## src/rtl/decode_sel_arbiter.sv

```systemverilog
// decode_sel_arbiter: two-requester arbiter/sequencer for the shared select/decode datapath.
// Ports:
//   Clock, Reset_n        rising-edge clock, synchronous active-low reset
//   A_req/A_data/A_gnt    requester A: request, 2-bit operand, completion pulse
//   B_req/B_data/B_gnt    requester B: request, 2-bit operand, completion pulse
//   Sel_out               mux select (0 = A operand, 1 = B operand)
//   Mux_data_out          registered copy of the granted operand
//   Settle_done           capture strobe, coincident with the grant pulse
//   Busy                  high outside IDLE
//   Last_grant            requester served last (0 = A, 1 = B)
module decode_sel_arbiter #(
    parameter int SETTLE_CYCLES = 3,
    parameter bit RR_EN         = 1'b1,
    parameter int CNT_W         = 4
) (
    input  logic       Clock,
    input  logic       Reset_n,
    input  logic       A_req,
    input  logic [1:0] A_data,
    output logic       A_gnt,
    input  logic       B_req,
    input  logic [1:0] B_data,
    output logic       B_gnt,
    output logic       Sel_out,
    output logic [1:0] Mux_data_out,
    output logic       Settle_done,
    output logic       Busy,
    output logic       Last_grant
);
    typedef enum logic [1:0] {IDLE, SETTLE, GRANT} state_t;
    localparam logic [CNT_W-1:0] LOAD = CNT_W'(SETTLE_CYCLES - 1);
    state_t state, state_nx;
    logic [CNT_W-1:0] cnt;
    logic pend, pend_sel, win_sel, sample, done;
    // IDLE is two-phase: the request is sampled (winner chosen) at one edge and the
    // winner's operand is latched at the following edge.
    always_comb begin
        win_sel = (A_req && B_req) ? (RR_EN ? ~Last_grant : 1'b0) : B_req;
        sample  = (state == IDLE) && !pend && (A_req || B_req);
        done    = (state == SETTLE) && (cnt == '0);
        state_nx = state;
        unique case (state)
            IDLE:    state_nx = pend ? SETTLE : IDLE;
            SETTLE:  state_nx = done ? GRANT : SETTLE;
            default: state_nx = IDLE;
        endcase
    end
    always_ff @(posedge Clock) begin
        if (!Reset_n) begin
            state        <= IDLE;
            cnt          <= '0;
            pend         <= 1'b0;
            pend_sel     <= 1'b0;
            Sel_out      <= 1'b0;
            Mux_data_out <= 2'b00;
            A_gnt        <= 1'b0;
            B_gnt        <= 1'b0;
            Settle_done  <= 1'b0;
            Last_grant   <= 1'b1;
        end else begin
            state <= state_nx;
            pend  <= sample;
            if (sample)
                pend_sel <= win_sel;
            if (state == IDLE && pend) begin
                Sel_out      <= pend_sel;
                Mux_data_out <= pend_sel ? B_data : A_data;
                cnt          <= LOAD;
            end else if (state == SETTLE && !done)
                cnt <= cnt - 1'b1;
            // Sel_out is frozen for the whole transaction, so it names the winner.
            A_gnt       <= done && !Sel_out;
            B_gnt       <= done && Sel_out;
            Settle_done <= done;
            if (done)
                Last_grant <= Sel_out;
        end
    end
    assign Busy = (state != IDLE);
endmodule

```

## config.mk

```make
export PLATFORM = sky130hd
export DESIGN_NAME = decode_sel_arbiter
export DESIGN_NICKNAME = d
export VERILOG_FILES = /design/src/rtl/decode_sel_arbiter.sv
export SDC_FILE = /design/constraint.sdc
export NUM_CORES = 1
export LEC_CHECK = 0
export BUFFER_PORTS_ARGS = -buffer_cell sky130_fd_sc_hd__buf_2
export CELL_PAD_IN_SITES_DETAIL_PLACEMENT = 1
export CELL_PAD_IN_SITES_GLOBAL_PLACEMENT = 1
export CORE_AREA = 2 2 53 45
export DETAILED_ROUTE_END_ITERATION = 16
export DIE_AREA = 0 0 55 47
export GPL_ROUTABILITY_DRIVEN = 0
export PLACE_DENSITY_LB_ADDON = 0.2
export SLEW_MARGIN = 30
export SYNTH_ARGS = -nofsm -noshare
export SYNTH_HDL_FRONTEND = slang
export SYNTH_SLANG_ARGS = --single-unit
```

## constraint.sdc

```tcl
create_clock -name Clock -period 1.23 [get_ports Clock]
set_input_delay 0.246 -clock Clock [delete_from_list [all_inputs] [get_ports Clock]]
set_output_delay 0.246 -clock Clock [all_outputs]
set_load 0.005 [all_outputs]
```

* Word-level counts from Yosys, hierarchy flattened
Cells that the tools add are included.
Storage, ports and cells: flip-flop bits (word level) 15, input bits 8, logic and storage cells 39
Operators by class: add/subtract/negate cells 1, eq/ne operators 1, muxes and demuxes 7, bitwise logic cells 2, reductions and logical operators 17
Operator list (count):
- 1-bit logical AND | 8
- 2-bit 2-to-1 mux | 4
- 4-bit zero test | 1
- 2-bit case mux with 2 select lines | 1
- 2-bit nonzero test | 2
- 4-bit by 1-bit subtractor with 4-bit output, second input constant | 1
- 1-bit zero test | 3
- 2-bit by 1-bit equality test with 1-bit output, second input constant | 1
- 2-bit zero test | 1
- 1-bit 2-to-1 mux | 2
- 1-bit NOT | 2
- 2-bit OR reduction | 1
- 1-bit logical OR | 1

* Logic depth before layout (Yosys ltp)
word-level depth 6, depth in mapped cells 5, mapped depth without buffers 5

* Worst setup path before layout
OpenSTA, ideal clock, no wires.
kind reg2reg, start reg cnt[0], end reg B_gnt, library setup time 115 ps, data arrival time 1147 ps, required time 1115 ps, setup slack -32 ps, cell stages (with the launch flop) 6, path buffers 0, period minus slack after synthesis 1262 ps, path through dfxtp_1 > inv_1 > ha_1 > nor3b_4 > and3_2 > and2_1
On the way: longest elaborated chain between the ends 3
Ends and longest elaborated chain:
- start, declared | line 33 | logic [CNT_W-1:0] cnt;
- start signal, assigned | line 70 | cnt <= cnt - 1'b1;
- 4-bit zero test | line 40 | done = (state == SETTLE) && (cnt == '0);
- 1-bit logical AND | line 40
- 1-bit logical AND | line 73 | B_gnt <= done && Sel_out;
- end signal, assigned | line 73
- end, declared | line 23 | output logic B_gnt,
Every way passes these cells. A chain may end at the register's enable or synchronous reset.

* Final worst setup path
start reg state[0], end out Busy
On the way: longest elaborated chain between the ends 1
Ends and longest elaborated chain:
- start, declared | line 32 | state_t state, state_nx;
- start signal, assigned | line 61 | state <= state_nx;
- 2-bit nonzero test | line 79 | assign Busy = (state != IDLE);
- end, declared | line 27 | output logic Busy,
Every way passes these cells.

==> impl_metrics.csv <==
group,metric,value,unit
sta,finalHoldViolCount,0,
floorplan,ios,16,
floorplan,die_h,47,um
drt,finalWirelength,1.608,mm
global_route,grt_antenna_before_repair,0,
sta,slew_headroom,0.8048,
floorplan,die_area,2585,um2
cts,ctsHtreeMaxLevel,1,
layout,final_core_util,0.4630,
global_route,grtUsageTotal,0.1455,
floorplan,rows,15,
layout,fin_nets,105,
sta,setup_viol,7,
run,cap_viol_max_count,0,
min_path,hold_path.class,"in -> reg",
power_and_ir_drop,power.density,1526,nW/um2
logic_synthesis,syn_nets,74,
critical_path,cpMostUsedCell,"buf_6",
logic_synthesis,synth_edf_count,0,
critical_path,worst_ep_required_time,980,ps
status,failed_checks,"negative setup slack",
logic_synthesis,synth_ff_type,"dfxtp_1",
drt,ant_nets,0,
layout,final_common_cell,"buf_2",
logic_synthesis,netlist_area,653.1,um2
layout,area_growth,46.36,%
critical_path,cp_max_fo,2,
sta,tns,-302.2,ps
critical_path,cp.arrival,1090,ps
logic_synthesis,ys_ff_latch,14,
cts,clk_path_buf_depth,2,
critical_path,cp-start-kind,"flop",
critical_path,max_stage_delay,360,ps
drt,drc_errors,0,
sta,fin_crit,1337,ps
logic_synthesis,async_flop_share,0,
floorplan,start_util,0.3164,
sta,worst_slew_pin_slew,292.4,ps
sta,drv_slew,0,
floorplan,placeableCoreArea,2064,um2
logic_synthesis,ys_types,29,
global_route,grtUsageMet3,0.05732,
logic_synthesis,synthCells,64,
cts,worstSkewPairLatency,280,ps
layout,final_cell_mix,"buf_2, buf_4, dfxtp_1",
power_and_ir_drop,ir_drop,832.7,uV
global_route,grt_util_met2,0.2286,
placement,port_buffers,15,
drt,drtIter0Drc,1,
drt,first_pass_iters,2,
critical_path,cp_cell_sequence,"buf_6 -> or2_4 -> buf_6",
critical_path,crit_slowest_cell,"dfxtp_4",
cts,clkTransAtPathRegs,90,ps
layout,drive_gt1_frac,0.5532,
power_and_ir_drop,p_seq_frac,0.394,
global_route,gr-total-overflow,0,
global_route,grt_util_met1,0.1853,
layout,antenna_cells,0,
placement,place_hpwl,1.236,mm
logic_synthesis,avgSynthCellArea,10.21,um2
critical_path,critPathKind,"reg -> out",
sta,period_share,1.087,
floorplan,die_w,55,um
layout,final_area,955.9,um2
layout,register_area,287.8,um2
drt,wl_per_cell,13.51,um
status,status,"finished, violations left",
sta,clock_skew,6.230,ps
critical_path,path_delay_family,"flip-flops",
placement,placed_area,819.5,um2
power_and_ir_drop,leakage,0.0004172,uW
sta,layout_setup_ws,-107.1,ps
sta,rsz0062_at_grt,"true",
critical_path,cp_num_buf_inv,2,
logic_synthesis,yosys_warnings,0,
global_route,grt_pass1_vias,543,
global_route,grt_start_max_net_pins,9,
layout,multi_input_area,410.4,um2
critical_path,r2r_slack,-70,ps
logic_synthesis,seq_area_frac_synth,0.4291,
cts,cts-root-buf,"clkbuf_4",
power_and_ir_drop,p_switching,443.5,uW
layout,fillerInstances,247,
cts,cts_sinks,14,
cts,ctsHoldBuffers,0,
power_and_ir_drop,p_sw_frac,0.3040,
cts,cts_tree,"yes",
power_and_ir_drop,intPower,1015,uW
power_and_ir_drop,power_frac_clock,0.227,
power_and_ir_drop,combPwrFrac,0.379,
power_and_ir_drop,power,1459,uW
drt,vias,588,
cts,cts_made_buffers,3,
global_route,busiest_layer,"met2",
global_route,grt_pass1_wl,2.532,mm
drt,viasPerCell,4.941,
critical_path,endpoint_kind,"output port",
sta,max_freq,747.9,MHz
-- worst register-to-register path: stages, from the launching register on --
cell and delay [ps]:
dfxtp_2 340, inv_2 70, ha_4 130, nor3b_4 290
o22ai_2 110, a311oi_2 260
-- per-layer routing --
layer,vias up,share of wire
li1,295,-
met1,278,0.46
met2,13,0.48
met3,2,0.049
met4,0,0.0081
met5,-,0
-- area by class of cell --
| cell class | instances | area share |
|---|---|---|
| Multi-Input combinational cell | 45 | 0.4293 |
| Timing Repair Buffer | 27 | 0.1832 |
| Clock buffer | 4 | 0.03796 |
| Inverter | 4 | 0.01571 |
| Tap cell | 25 | 0.03272 |
| Sequential cell | 14 | 0.3010 |
-- cell usage after synthesis, types with 2 or more instances --
cell type / number / area, um2
nand2b_1: 2 / 12.51
mux2i_1: 3 / 30.03
a31oi_1: 2 / 12.51
nor3_1: 2 / 10.01
nor3b_4: 2 / 37.54
nand3_1: 2 / 10.01
a21oi_1: 2 / 10.01
a21bo_1: 2 / 20.02
ha_1: 2 / 25.02
inv_1: 4 / 15.01
dfxtp_1: 14 / 280.3
a211oi_1: 4 / 30.03
nor2_1: 4 / 15.01
nand2_1: 4 / 15.01
-- path summary, 6_finish.rpt --
check             startpoint    endpoint  cells past startpoint
setup reg to reg      cnt[0]      cnt[1]                      5
hold reg to reg   Last_grant  Last_grant                      2
hold / removal         B_req    pend_sel                      2
setup / recovery    state[0]        Busy                      3
-- power by group through the flow --
stage                     clock, uW  sequential [uW]  combinational (uW)
after global placement            0              574                 414
after detailed placement          0              578                 430
after CTS                       351              568                 485
after global routing            375              584                 610
after floorplan                   0              564                 259
final                           331              575                 553
-- repair_timing --
| item | CTS | global route |
|---|---|---|
| setup endpoints to repair | 5 | 11 |
| gates resized for setup | 9 | 8 |
| pin swaps | 7 | 4 |
| setup buffers | 2 | 1 |
| hold endpoints to repair | 0 | 0 |
-- metrics by stage --
step           hold WS, ps  setup slack, ps  cells
2_1_floorplan        353.1            11.14     64
3_3_place_gp         466.6            15.56    112
3_5_place_dp         469.4           -91.24    112
4_1_cts              200.7           -109.7    118
5_1_grt              213.5           -153.7    119
6_report             209.4           -107.1    119
-- flip-flops by register name, indices dropped and copies added (netlist names) --
signal and flops:
A_gnt 1, B_gnt 1, Last_grant 1, Mux_data_out 2
Sel_out 1, Settle_done 1, cnt 4, pend 1
pend_sel 1, state 1
-- cells by family after synthesis --
| logic type | after synthesis | synth area share |
|---|---|---|
| AOI/OAI and AO/OA | 16 | 0.1839 |
| adders and majority gates | 2 | 0.03831 |
| and+or+nand+nor | 24 | 0.2625 |
| muxes | 3 | 0.04598 |
| buffers and inverters | 5 | 0.04022 |
| DFF | 14 | 0.4291 |
Power figures use the tool's default switching activity.
